`src/rtl/holder_bank_pkg.sv`:
```
// rtl/holder_bank_pkg.sv - shared types and round-robin pick function for the holder bank arbiter
package holder_bank_pkg;

    localparam int RR_MAX_SRC = 32;

    typedef enum logic [1:0] {
        IDLE    = 2'd0,
        LOAD    = 2'd1,
        PRESENT = 2'd2
    } state_t;

    typedef struct packed {
        logic        valid;
        logic [31:0] idx;
    } rr_pick_t;

    // First set request scanning last+1, last+2, ... modulo n; valid=0 when nothing is requested.
    function automatic rr_pick_t rr_pick(input logic [RR_MAX_SRC-1:0] req,
                                         input logic [31:0] last,
                                         input int unsigned n);
        rr_pick_t    r;
        int unsigned c;
        r = '0;
        for (int unsigned k = 1; k <= RR_MAX_SRC; k++) begin
            if (k <= n && !r.valid) begin
                c = (last + k) % n;
                if (((req >> c) & 32'd1) != 32'd0) begin
                    r.valid = 1'b1;
                    r.idx   = c;
                end
            end
        end
        return r;
    endfunction

endpackage

```
`src/rtl/slot_holder.sv`:
```
// rtl/slot_holder.sv - one holding register of the bank, cleared on reset, loaded on load_en
module slot_holder #(
    parameter int WIDTH = 8
) (
    input  logic             clk,
    input  logic             rst,
    input  logic             load_en,
    input  logic [WIDTH-1:0] d,
    output logic [WIDTH-1:0] q
);

    logic [WIDTH-1:0] q_q;

    // Capture the source word when this slot is the one being loaded; otherwise retain.
    always_ff @(posedge clk) begin
        if (rst) begin
            q_q <= '0;
        end else if (load_en) begin
            q_q <= d;
        end
    end

    assign q = q_q;

endmodule

```
`src/rtl/holder_bank_arbiter.sv`:
```
// rtl/holder_bank_arbiter.sv - round-robin grant of a holding-register bank with valid/ready output
module holder_bank_arbiter
    import holder_bank_pkg::*;
#(
    parameter  int WIDTH   = 8,
    parameter  int NUM_SRC = 4,
    localparam int SEL_W   = $clog2(NUM_SRC)
) (
    input  logic                     clk,
    input  logic                     rst,
    input  logic [NUM_SRC-1:0]       req,
    input  logic [NUM_SRC*WIDTH-1:0] in_data,
    output logic [NUM_SRC-1:0]       gnt,
    output logic [SEL_W-1:0]         sel,
    output logic [WIDTH-1:0]         out,
    output logic                     out_valid,
    input  logic                     out_ready,
    output logic                     busy
);

    state_t             state_q, state_d;
    logic [SEL_W-1:0]   sel_q, sel_d;
    logic [SEL_W-1:0]   last_q, last_d;
    logic [NUM_SRC-1:0] gnt_q, gnt_d;
    logic               out_valid_q, out_valid_d;
    rr_pick_t           pick;
    logic [NUM_SRC-1:0] load_en;
    logic [WIDTH-1:0]   holder_q [NUM_SRC];

    // Holding bank: each slot captures its own source word only while it is the granted slot in LOAD.
    for (genvar i = 0; i < NUM_SRC; i++) begin : g_slot
        assign load_en[i] = (state_q == LOAD) && (sel_q == SEL_W'(i));
        slot_holder #(.WIDTH(WIDTH)) u_slot (
            .clk     (clk),
            .rst     (rst),
            .load_en (load_en[i]),
            .d       (in_data[i*WIDTH +: WIDTH]),
            .q       (holder_q[i])
        );
    end

    // State, select, pointer, grant and valid registers; reset abandons any transfer in flight.
    always_ff @(posedge clk) begin
        if (rst) begin
            state_q     <= IDLE;
            sel_q       <= '0;
            last_q      <= SEL_W'(NUM_SRC - 1);
            gnt_q       <= '0;
            out_valid_q <= 1'b0;
        end else begin
            state_q     <= state_d;
            sel_q       <= sel_d;
            last_q      <= last_d;
            gnt_q       <= gnt_d;
            out_valid_q <= out_valid_d;
        end
    end

    // Next-state logic: pick in IDLE, commit capture in LOAD, hold the word in PRESENT until consumed.
    always_comb begin
        state_d     = state_q;
        sel_d       = sel_q;
        last_d      = last_q;
        gnt_d       = '0;
        out_valid_d = out_valid_q;
        pick        = rr_pick(RR_MAX_SRC'(req), 32'(last_q), NUM_SRC);
        case (state_q)
            IDLE: begin
                if (pick.valid) begin
                    sel_d                   = SEL_W'(pick.idx);
                    gnt_d[SEL_W'(pick.idx)] = 1'b1;
                    state_d                 = LOAD;
                end
            end
            LOAD: begin
                out_valid_d = 1'b1;
                last_d      = sel_q;
                state_d     = PRESENT;
            end
            PRESENT: begin
                if (out_ready) begin
                    out_valid_d = 1'b0;
                    state_d     = IDLE;
                end
            end
            default: begin
                out_valid_d = 1'b0;
                state_d     = IDLE;
            end
        endcase
    end

    assign gnt       = gnt_q;
    assign sel       = sel_q;
    assign out       = holder_q[sel_q];
    assign out_valid = out_valid_q;
    assign busy      = (state_q != IDLE);

endmodule
```
`config.mk`:
```
export PLATFORM = sky130hd
export DESIGN_NAME = holder_bank_arbiter
export DESIGN_NICKNAME = d
export VERILOG_FILES = /design/src/rtl/holder_bank_pkg.sv /design/src/rtl/slot_holder.sv /design/src/rtl/holder_bank_arbiter.sv
export SDC_FILE = /design/constraint.sdc
export NUM_CORES = 1
export LEC_CHECK = 0
export CORE_MARGIN = 3
export CORE_UTILIZATION = 46
export CTS_CLUSTER_DIAMETER = 120
export DETAILED_ROUTE_END_ITERATION = 16
export GPL_ROUTABILITY_DRIVEN = 0
export PLACE_DENSITY = 0.81
export SLEW_MARGIN = 30
export SYNTH_ARGS = -nofsm -noshare
export SYNTH_HDL_FRONTEND = slang
export SYNTH_SLANG_ARGS = --single-unit
```
`constraint.sdc`:
```
create_clock -name clk -period 2.1 [get_ports clk]
set_clock_uncertainty 0.1 [all_clocks]
set_input_delay 0.315 -clock clk [delete_from_list [all_inputs] [get_ports clk]]
set_output_delay 0.315 -clock clk [all_outputs]
set_load 0.02 [all_outputs]
```
Yosys cells after proc, flatten, opt, wreduce, memory -nomap -nowiden
Cells that the tools add are included.
{"block": "word_totals", "elab_cells": 59, "ramBits": 0, "latch_bits": 0, "output_inout_bits": 16, "n_memories": 0, "ff_bits": 43, "rom_bits": 0, "input_bits": 39}
{"block": "classes", "div": 0, "mul": 0, "n_lt_le_gt_ge": 3, "shift": 4, "addsub": 4, "eq_ne": 7, "bitwise": 3, "reduce_logical": 12, "muxes": 17}
{"operator": "33-bit two-way mux", "count": 7}
{"operator": "8-bit binary-select mux with 2-bit select", "count": 1}
{"operator": "8-bit two-way mux", "count": 2}
{"operator": "4-bit by 2-bit right shift with 1-bit output", "count": 4}
{"operator": "2-bit == test (second input constant)", "count": 3}
{"operator": "2-bit one-hot mux with 3 select lines", "count": 1}
{"operator": "2-bit AND reduction", "count": 3}
{"operator": "1-bit logical AND", "count": 5}
{"operator": "2-bit by 1-bit adder with 2-bit output (second input constant)", "count": 2}
{"operator": "2-bit adder (second input constant)", "count": 2}
{"operator": "2-bit by 1-bit == test with 1-bit output (second input constant)", "count": 2}
{"operator": "2-bit logical NOT", "count": 2}
{"operator": "2-bit two-way mux", "count": 2}
{"operator": "2-bit inequality test (second input constant)", "count": 2}
{"operator": "3-bit >= comparator (second input constant)", "count": 1}
{"operator": "2-bit by 3-bit < comparator with 1-bit output (second input constant)", "count": 1}
{"operator": "2-bit inverter with 3-bit output", "count": 1}
{"operator": "1-bit one-hot mux with 3 select lines", "count": 1}
{"operator": "3-bit OR reduction", "count": 1}
{"operator": "1-bit demux with 2-bit select", "count": 1}
{"operator": "2-bit by 1-bit >= comparator with 1-bit output (second input constant)", "count": 1}
{"operator": "1-bit two-way mux", "count": 2}
{"operator": "1-bit inverter", "count": 2}
{"operator": "2-bit nonzero test", "count": 1}

Depth between registers and ports, before layout
Gate-level depths: netlist of the first run.
{"block": "depth", "ltp_word": 13, "ltp_mapped": 5}

Hierarchy
A second synthesis of the first run with hierarchy kept.
{"block": "hier_totals", "cells_unflattened": 171, "area_unflattened_um2": 1844.3}
{"mod": "slot_holder", "area_per_inst_um2": 285.3, "instances": 4, "seq_area_each_um2": 160.2, "cells_per_inst": 26}
{"mod": "holder_bank_arbiter", "area_per_inst_um2": 703.2, "instances": 1, "seq_area_each_um2": 220.2, "cells_per_inst": 67}

Least setup slack after synthesis of the first run
Ideal clock, no wire load.
{"block": "synth_timing", "path_type": "register to output", "start": "reg sel_q[1], in the netlist sel[1]", "end": "out out[4]", "stages_incl_launch_ff": 4, "path_slack_ns": 0.210, "required_time_ns": 1.685, "t_arrival_ns": 1.475, "path_buffers": 2, "cell_sequence": "dfxtp_1 > buf_2 > buf_2 > mux4_2"}
{"block": "synth_between", "elab_chain_len": 4}
{"item": "start, declared", "line_no": "holder_bank_arbiter.sv:22", "text": "logic [SEL_W-1:0] sel_q, sel_d;"}
{"item": "start signal, assigned", "line_no": "holder_bank_arbiter.sv:52", "text": "sel_q <= sel_d;"}
{"item": "2-bit inverter with 3-bit output (not written as such)", "line_no": "holder_bank_arbiter.sv:95", "text": "assign out = holder_q[sel_q];"}
{"item": "8-bit binary-select mux with 2-bit select", "line_no": "holder_bank_arbiter.sv:95"}
{"item": "8-bit two-way mux (not written as such) (2 in series)", "line_no": "holder_bank_arbiter.sv:95"}
{"item": "end, declared", "line_no": "holder_bank_arbiter.sv:15", "text": "output logic [WIDTH-1:0] out,"}
Every way passes these cells. The select of a mux whose other input is x is not followed.

Worst setup path in the final report of the first run
{"block": "layout_timing", "start": "reg sel_q[1], in the netlist sel[1]", "end": "out out[6]"}
The elaborated chain is that of the path after synthesis.

==> reports/results.ini, run 1 <==
[sta]
finalHoldViolCount=0
relSlewSlack=0.605
final_max_slew_viol_count=0
fin_ws_ns=0.0973
tightest_slew_ns=0.589
fin_crit_sh=0.954
timing.fmax_ghz=0.499
finalCriticalPeriod_ns=2.00
setup_viol=0
rsz0062_at_grt=no

[logic_synthesis]
netlist_instances=190
synth_top_area_frac=0.476
ys_types=31
yosys.area.top_type=dfxtp_1
synthTopCellsByArea=dfxtp_1 (48%), mux4_2 (10%), mux2i_1 (9.4%), nand2_1 (7.7%), a21oi_1 (5.5%)
seq_area_frac_synth=0.476
synth_top_family_by_area=simple AND/OR/NAND/NOR gates
ys_ff_latch=43
synthSimpleGateAreaFrac=0.210
synthesis.area_sq_um=1810
synth_xor_area_frac=0
synth_fa_ha_area_frac=0
synth_nets=229
yosysWarnings=0
muxShareOfSynthArea=0.194
syn_avg_cell_area_sq_um=9.52
synth_compound_area_frac=0.0907

[outcome]
status=complete, no violations

[hold_path]
hold_class=reg2reg

[critical_path]
critPathArrivalTime_ns=1.59
cpPeakStageDelay_ns=0.52
path_cells=mux4_2 > dlygate4sd2_1
worstPathMaxFanout=8
cp-start-kind=flop
crit_slowest_cell=mux4_2
worst-setup-path-type=reg2out
cp.required_ns=1.68
end_kind=output pin

[clock_tree]
cts_root_buf=clkbuf_8
cts_sinks=43
clk_latency_ns=0.29
postCtsSetupRepairBufs=0
cts_buffer_depth=2
cts_tree=yes
hold_buffers=0
cts_made_buffers=5
clkTransAtPathRegs_ns=0.08
h-tree-depth=2

[global_route]
antenna_found_initial=0
grt_overflow=0
first_global_vias=1361
grt_max_degree=39
groute.usage.overall=0.181
grt_first_pass_wirelength_um=6210

[placed_design]
dp_worst_setup_slack_ns=-0.0173
portBuffers=54
dp_hpwl_um=3100
placed_area_sq_um=2450

[finish]
area_delta_synth_final_pct=41.0
final_area_sq_um=2550
fill_cells=306
n_antenna_cell=0
multi_input_area_sq_um=893
drive_gt1_frac=0.138
final_net_count=291
seqCellArea_sq_um=868

[floorplan]
ios=55
coreArea_sq_um=3720
fp-row-count=22
fp.dieW_um=68.7
start_util=0.487
die_area_sq_um=4720
die_y_um=68.7

[power]
power.density_nw_per_um2=731
intPower_uw=1370
pwr-share-comb=0.206
p_seq_frac=0.483
switchingPower_uw=500
clock_power_share=0.311
peakVddDrop_mv=0.489
swShare=0.268
p_leak_uw=0.000968

[drt]
drc=0
routedWlPerCell_um=14.1
vias_per_cell=5.12
drt-initial-drc-count=78
drt_pass1_iterations=4
ant_nets=0
routed_wl_um=4260
vias=1541

[flow_run]
drv_cap=0

-- power by group through the flow --
stage | clock network, uW | registers, uW | logic, uW
global placement | 0 | 918 | 389
floorplan | 0 | 915 | 203
CTS | 588 | 902 | 387
detailed placement | 0 | 919 | 393
global route | 620 | 908 | 412
finish | 579 | 901 | 385
-- state kept, by name, summed over array words and instances, names as in the netlist --
signal	flops
g_slot.u_slot.q	32
gnt	4
last_q	2
out_valid	1
sel	2
state_q	2
-- timing repair --
item | in CTS | in global routing
hold endpoints to repair | 0 | 0
setup endpoints to repair | 10 | 0
gates resized for setup | 12 | 0
-- layout make-up --
cell class,instances,share of cell area
clock buffer,7,0.0378
clock inverter,1,0.00294
inverter,3,0.00442
multi-input combinational,134,0.350
sequential,43,0.341
tap,48,0.0236
timing repair buffer,65,0.240
-- layer usage --
metal	up-vias	wire, um	track usage
li1	773	-	-
met1	715	1820	0.229
met2	48	2110	0.304
met3	5	288	0.0405
met4	0	42	0.0584
met5	-	0	0
-- worst max-delay path, delay by kind of cell, from the launching register on --
| family | cells | cell delay [ns] |
|---|---|---|
| buffers and inverters | 1 | 0.34 |
| flip-flops | 1 | 0.43 |
| multiplexers | 1 | 0.52 |
-- metrics by stage --
step | cells | power [uW] | hold WS, ns | setup TNS (ns) | utilization
finish | 301 | 1870 | 0.361 | 0 | 0.686
global route | 301 | 1940 | 0.371 | 0 | 0.686
CTS | 301 | 1880 | 0.358 | 0 | 0.686
detailed placement | 293 | 1310 | 0.347 | -0.0471 | 0.659
global placement | 293 | 1310 | 0.339 | -0.0514 | 0.659
floorplan | 190 | 1120 | 0.298 | 0 | -
-- synthesized netlist by cell type --
cell type and instances:
dfxtp_1 43, nand2_1 37, nor2_1 23, a21oi_1 20
mux2i_1 17, mux4_2 8, clkbuf_1 6, buf_2 4
nand2b_1 3, nor3_1 3, a211oi_1 2, and3_1 2
inv_1 2, nand3b_1 2, nor2b_1 2, a211oi_2 1
a21bo_2 1, a21o_1 1, and2_1 1, and2b_1 1
inv_2 1, nand3_1 1, nor3_2 1, nor3_4 1
nor4b_2 1, o21ai_0 1, o22ai_1 1, o31ai_1 1
or2_1 1, or3_1 1, or4_1 1
-- cells in the final DEF, fill, tap and decap left out, types with 2 or more instances in the layout --
master           Yosys  routed
clkdlybuf4s50_1      0      46
dfxtp_1             43      41
nand2_1             37      37
nor2_1              23      23
a21oi_1             20      20
mux2i_1             17      17
buf_4                0      11
mux4_2               8       8
dlygate4sd2_1        0       8
clkbuf_8             0       7
nand2b_1             3       3
nor3_1               3       3
inv_1                2       2
a211oi_1             2       2
and3_1               2       2
nand3b_1             2       2
nor2b_1              2       2
dfxtp_4              0       2
-- final timing paths --
path | startpoint | to | slack (ns) | cells after the start
worst min register to register | g_slot[3].u_slot.q[3]$_SDFFE_PP0P_ | g_slot[3].u_slot.q[3]$_SDFFE_PP0P_ | 0.36 | 2
worst max-delay path | sel[1]$_SDFFE_PP0P_ | out[6] | 0.1 | 2
worst max register to register | sel[0]$_SDFFE_PP0P_ | g_slot[1].u_slot.q[6]$_SDFFE_PP0P_ | 0.55 | 6
worst min-delay path | g_slot[3].u_slot.q[3]$_SDFFE_PP0P_ | g_slot[3].u_slot.q[3]$_SDFFE_PP0P_ | 0.36 | 2
-- logic make-up after synthesis --
family | count (synthesis)
AOI/OAI and AO/OA | 28
buffers and inverters | 13
DFF | 43
muxes | 25
and+or+nand+nor | 81
Power figures use the tool's default switching activity.
==> run 2: changes to the inputs <==
SLEW_MARGIN = 15   (was 30)
==> results of run 2 <==
The final DEF is identical to that of run 1; final timing and power are the same.
